File: config.mk
export PLATFORM = sky130hd
export DESIGN_NAME = user_module_cpu
export DESIGN_NICKNAME = d
export VERILOG_FILES = /design/src/rtl/user_module_cpu.sv
export SDC_FILE = /design/constraint.sdc
export NUM_CORES = 1
export LEC_CHECK = 0
export ABC_AREA = 1
export BUFFER_PORTS_ARGS = -buffer_cell sky130_fd_sc_hd__clkbuf_2
export CORE_UTILIZATION = 50
export CTS_BUF_LIST = sky130_fd_sc_hd__clkbuf_8
export DETAILED_ROUTE_END_ITERATION = 8
export GPL_TIMING_DRIVEN = 0
export PLACE_DENSITY = 0.66
export SLEW_MARGIN = 25
export SYNTH_ARGS = -nofsm -noshare
export SYNTH_HDL_FRONTEND = slang
export SYNTH_SLANG_ARGS = --single-unit
File: constraint.sdc
create_clock -name io_in -period 1.8 [get_ports io_in]
set_input_delay 0.09 -clock io_in [delete_from_list [all_inputs] [get_ports io_in]]
set_output_delay 0.09 -clock io_in [all_outputs]
set_load 0.05 [all_outputs]
File: src/rtl/user_module_cpu.sv
// Two-register 6-bit accumulator CPU for an 8-in/8-out pad slot; every instruction is fetch + execute.
// Define SUB_EN to decode opcode 7 as SUB (reg_a - reg_b); without it opcode 7 is a NOP.
module user_module_cpu (
    input  logic [7:0] io_in,
    output logic [7:0] io_out
);

    typedef enum logic {
        FETCH = 1'b0,
        EXEC  = 1'b1
    } phase_t;

    typedef enum logic [5:0] {
        OP_NOP  = 6'd0,
        OP_ADD  = 6'd1,
        OP_SWAP = 6'd2,
        OP_JMP  = 6'd3,
        OP_JZ   = 6'd4,
        OP_LDA  = 6'd5,
        OP_LDB  = 6'd6,
        OP_SUB  = 6'd7
    } opcode_t;

    logic       clk;
    logic       rst_n;
    logic [5:0] data;

    logic [5:0] reg_a;
    logic [5:0] reg_b;
    logic [5:0] pc;
    logic [5:0] instr;
    phase_t     micro_pc;

    assign clk   = io_in[0];
    assign rst_n = io_in[1];
    assign data  = io_in[7:2];

    // All outputs come straight from state; no path from io_in to io_out.
    assign io_out = {(reg_a == '0), micro_pc, pc};

    always_ff @(posedge clk or negedge rst_n) begin
        if (!rst_n) begin
            reg_a    <= '0;
            reg_b    <= '0;
            pc       <= '0;
            instr    <= '0;
            micro_pc <= FETCH;
        end else if (micro_pc == FETCH) begin
            instr    <= data;
            pc       <= pc + 6'd1;
            micro_pc <= EXEC;
        end else begin
            micro_pc <= FETCH;
            // Two-word opcodes read their operand from the word at the current pc.
            case (instr)
                OP_ADD:  reg_a <= reg_a + reg_b;
                OP_SWAP: begin
                    reg_a <= reg_b;
                    reg_b <= reg_a;
                end
                OP_JMP:  pc <= data;
                OP_JZ:   pc <= (reg_a == '0) ? data : pc + 6'd1;
                OP_LDA:  begin
                    reg_a <= data;
                    pc    <= pc + 6'd1;
                end
                OP_LDB:  begin
                    reg_b <= data;
                    pc    <= pc + 6'd1;
                end
`ifdef SUB_EN
                OP_SUB:  reg_a <= reg_a - reg_b;
`endif
                default: ;
            endcase
        end
    end

endmodule

* After elaboration in Yosys (flattened, before gate mapping)
Cells that the tools add are included.
Storage, ports and cells: bits in registers 25, output and inout bits 8, bits of input ports 8
Cells by class: multiplexer cells 6, reduce and logical (&&, ||, !) cells 6, equality and inequality tests 7, add/sub/neg operators 2
Operator list (number):
- one-hot mux 6 bit (3 select lines) | 2
- equality test 6 x 3 -> 1 bit (second input constant) | 3
- equality test 6 x 2 -> 1 bit (second input constant) | 2
- 2-to-1 mux 6 bit | 2
- one-hot mux 6 bit (2 select lines) | 1
- adder 6 x 1 -> 6 bit (second input constant) | 1
- adder 6 bit | 1
- equality test 6 x 1 -> 1 bit (second input constant) | 1
- zero test 6 bit | 1
- != test 4 x 2 -> 1 bit (second input constant) | 1
- AND reduction 2 bit | 2
- nonzero test 3 bit | 1
- nonzero test 2 bit | 1
- OR reduction 2 bit | 1
- 2-to-1 mux 1 bit | 1

* Longest topological paths before layout
depth in word-level cells 4, mapped depth 9, gate-level depth less buffers 9

* Worst setup path after synthesis
No wires, ideal clock.
path kind register -> register, from reg reg_a[1], to reg pc[5], cell stages (with the launch flop) 9, setup slack -0.060 ns, data arrival time 1.741 ns, clock period less this slack 1.860 ns, library setup time 0.119 ns, path through dfrtp_1 > inv_1 > nand2_1 > nor2_1 > nor2_4 > nor2_1 > nor2_2 > nor2_2 > nor2_2
On the way: longest elaborated chain between the ends 4
Ends and longest elaborated chain:
- from (decl) | RTL line 28 | logic [5:0] reg_a;
- from (signal assigned) | RTL line 56 | OP_ADD: reg_a <= reg_a + reg_b;
- from (signal assigned) | RTL line 58 | reg_a <= reg_b;
- from (signal assigned) | RTL line 64 | reg_a <= data;
- zero test 6 bit
- via io_out[7] | RTL line 5 | output logic [7:0] io_out
- 2-to-1 mux 6 bit | RTL line 62 | OP_JZ: pc <= (reg_a == '0) ? data : pc + 6'd1;
- one-hot mux 6 bit (3 select lines) | RTL line 55 | case (instr)
- 2-to-1 mux 6 bit | RTL line 48 | end else if (micro_pc == FETCH) begin
- to (signal assigned) | RTL line 50 | pc <= pc + 6'd1;
- to (signal assigned) | RTL line 61 | OP_JMP: pc <= data;
- to (signal assigned) | RTL line 62
- to (decl) | RTL line 30 | logic [5:0] pc;
The timed path passes the listed nets, and every way through them passes these cells. A chain may end at the register's enable or synchronous reset.

* Worst setup path after layout
from reg reg_b[0], to reg reg_a[4]
On the way: longest elaborated chain between the ends 2
Ends and longest elaborated chain:
- from (decl) | RTL line 29 | logic [5:0] reg_b;
- from (signal assigned) | RTL line 59 | reg_b <= reg_a;
- from (signal assigned) | RTL line 68 | reg_b <= data;
- adder 6 bit | RTL line 56
- one-hot mux 6 bit (3 select lines) | RTL line 55
Every way passes these cells.

==> metrics.md <==
| Metric | Value |
|---|---|
| Max incr delay on CP | 0.40 ns |
| Outcome | complete, but fails checks |
| Fin crit share | 0.967 |
| PwrDens | 1730 nW/um^2 |
| Commonest non-fill, non-tap cell in the layout | nand2_1 |
| Total GRT Usage | 0.337 |
| Clk_lat worst skew | 0.28 ns |
| Post-route DRC violation count | 0 |
| Max_cap viols | 0 |
| Reg-to-reg startpoint | reg_b[0] |
| GP Congestion | 0.820 |
| DIE WIDTH | 61.7 um |
| Fin crit period | 1.74 ns |
| Core ar. | 3360 um^2 |
| Port buffer count | 8 |
| Row count | 21 |
| Max transition margin | 0.750 |
| Endpoints failing hold | 25 |
| DRT Pass-1 Iters | 5 |
| Antenna Nets Post-Route | 0 |
| First-pass GRT wire length | around 9000 um |
| Congestion Overflow GR | 0 |
| Worst Tran Pin Value | 0.375 ns |
| Setup TNS | 0 ns |
| Top FF cell, synth | dfrtp_1 |
| Worst ir drop on vdd | 0.00105 V |
| Synth Instances | 229 |
| Data arrival, critical path | 1.95 ns |
| Hold Path Class | clk2async |
| Failing checks | negative hold slack |
| Post-synth cell types | 37 |
| Proportion of layout cells with a drive suffix above 1 | 0.308 |
| # diodes | 0 |
| Slowest-stage cell, CP | dfrtp_1 |
| Async SR Flop Fraction | 1.00 |
| Total number of vias | 1919 |
| EDFF count, synth | 0 |
| Vias in the first global route | 2290 |
| Leak pwr | 1.08 nW |
| DR WL/cell | between 15 and 20 um |
| Drt total wl | 5670 um |
| Worst Setup SP | reg_b[0] |
| Final-report max-slew violation count | 0 |
| CTS clock-pin slew for the worst setup and hold paths | about 0.10 ns |
| Die Y | 61.7 um |
| Fmax achieved | 575 MHz |
| Layout Skew | 0.00506 ns |
| TritonCTS clock tree | built |
| Register area share after synthesis | 0.352 |
| Vias/cell | 5.56 |
| Syn_nets | about 240 |
| Die ar. | 3800 um^2 |
| RSZ-0062 raised after global routing | false |
| Fin Hold WS | -0.338 ns |
| Area grow syn2layout | 44.0% |
| Post-synthesis register bit count | 25 |
| CP cell instances | ha_2 > inv_1 > fa_2 > nand3b_1 > a21oi_2 > o21ai_1 > a21oi_1 |
| Hpwl dp | about 2800 um |
| Final Net Count | 308 |
| Crit Path Category | reg2reg |
| Largest net degree at the start of global routing | 14 |
| CP Buf/Inv Count | 1 |
| Initial DRC count | between 150 and 200 |
| # setup viols final | 0 |
| Initial antenna violation count | 0 |
| Crit Path Max Fanout | 3 |
| Synthesized cell area | 1780 um^2 |
| Crit path launch type | flop |
| Ys Warns | 0 |
| Family with the most delay on the worst path | adder cells |
| Starting Density | 0.529 |
| Commonest non-fill, non-tap cells in the layout | 58 x nand2_1, 44 x clkbuf_8, 40 x inv_1, 25 x dfrtp_1, 18 x nor2_1 |
| Data required time at the worst endpoint | 2.01 ns |
| I/O Pins | 16 |
| Synth Area per Inst | 7.77 um^2 |
| CP endpoint kind | flop |
[state kept, by name (all words and copies together) (netlist names)]
register	flops
instr	6
pc	6
reg_a	6
reg_b	6
micro_pc	1
[through the flow]
stage / worst slack, ns / instance area (um^2) / std cells / total power (W) / utilization
floorplan: 0.203 / 1780 / 229 / 0.00106 / -
global placement: 0.0875 / 1880 / 283 / 0.00106 / 0.559
finish: 0.0602 / 2560 / 345 / 0.00443 / 0.762
CTS: 0.0268 / 2550 / 345 / 0.00454 / 0.759
detailed placement: 0.0975 / 1880 / 283 / 0.00106 / 0.559
global route: 0.00951 / 2560 / 345 / 0.00477 / 0.762
[timing repair]
action,4_1_cts,5_1_grt
setup buffers,0,0
endpoints found under the setup margin,0,2
hold buffers,0,0
gates resized for setup,0,4
[power breakdown]
| part | switching, W | internal, W |
|---|---|---|
| Clock | 0.00156 | 0.00225 |
| Sequential | 0 | 0.000617 |
| Combinational | 0 | 0 |
| Total | 0.00156 | 0.00287 |
[final timing paths]
check	end	slack, ns	cells past startpoint
hold reg to reg	reg_a[1]	0.53	2
min in group io_in	reg_b[1]	0.13	4
hold / removal	instr[0]	-0.34	2
setup / recovery	reg_a[4]	0.06	7
setup reg to reg	reg_a[4]	0.06	7
max in group asynchronous	reg_b[1]	2.00	2
[cell type report]
cell class              count  area (um^2)
repair buffers              8         40.0
plain buffers               4         23.8
clock inverters            25         93.8
clock buffers              44          606
fillers                   241          802
flip-flops and latches     25          626
multi-input cells         168         1020
inverters                  25         96.3
well taps                  46         57.6
[synthesized netlist by cell type, types with 2 or more instances]
| cell | instances | share of area |
|---|---|---|
| nand3b_1 | 2 | 0.0084 |
| ha_1 | 6 | 0.042 |
| buf_4 | 2 | 0.0084 |
| a21oi_1 | 8 | 0.023 |
| nor2_8 | 2 | 0.023 |
| o21bai_1 | 6 | 0.025 |
| nand3_1 | 9 | 0.025 |
| nand3_4 | 2 | 0.020 |
| nor2_4 | 3 | 0.019 |
| inv_2 | 8 | 0.017 |
| o21ai_0 | 11 | 0.031 |
| dfrtp_1 | 25 | 0.35 |
| o21ai_1 | 9 | 0.025 |
| o22ai_1 | 4 | 0.014 |
| nand4_1 | 4 | 0.014 |
| nand2_1 | 58 | 0.12 |
| nand3_2 | 4 | 0.023 |
| inv_1 | 23 | 0.049 |
| xor2_1 | 2 | 0.0098 |
| xnor2_1 | 2 | 0.0098 |
| nor2_1 | 19 | 0.040 |
| nor2_2 | 5 | 0.018 |
[worst register-to-register path, stage by stage (launching register included)]
cell	delay, ns
dfrtp_1	0.40
ha_2	0.21
inv_1	0.08
fa_2	0.40
nand3b_1	0.22
a21oi_2	0.16
o21ai_1	0.07
a21oi_1	0.14
[cell families after synthesis]
group	count (synthesis)	synth area share
buf+inv	36	0.0823
xor+xnor	4	0.0197
fa+ha+maj	7	0.0534
simple gates	114	0.345
compound gates	42	0.142
mux	1	0.00633
flops	25	0.352
[per-layer routing]
layer | vias to the layer above | GRT usage | share of wire
met2 | 124 | 0.372 | 0.42
met1 | 865 | 0.301 | 0.37
li1 | 874 | - | -
met4 | 2 | 0.429 | 0.084
met5 | - | 0 | 0.0064
met3 | 54 | 0.334 | 0.12
Power figures use the tool's default switching activity.
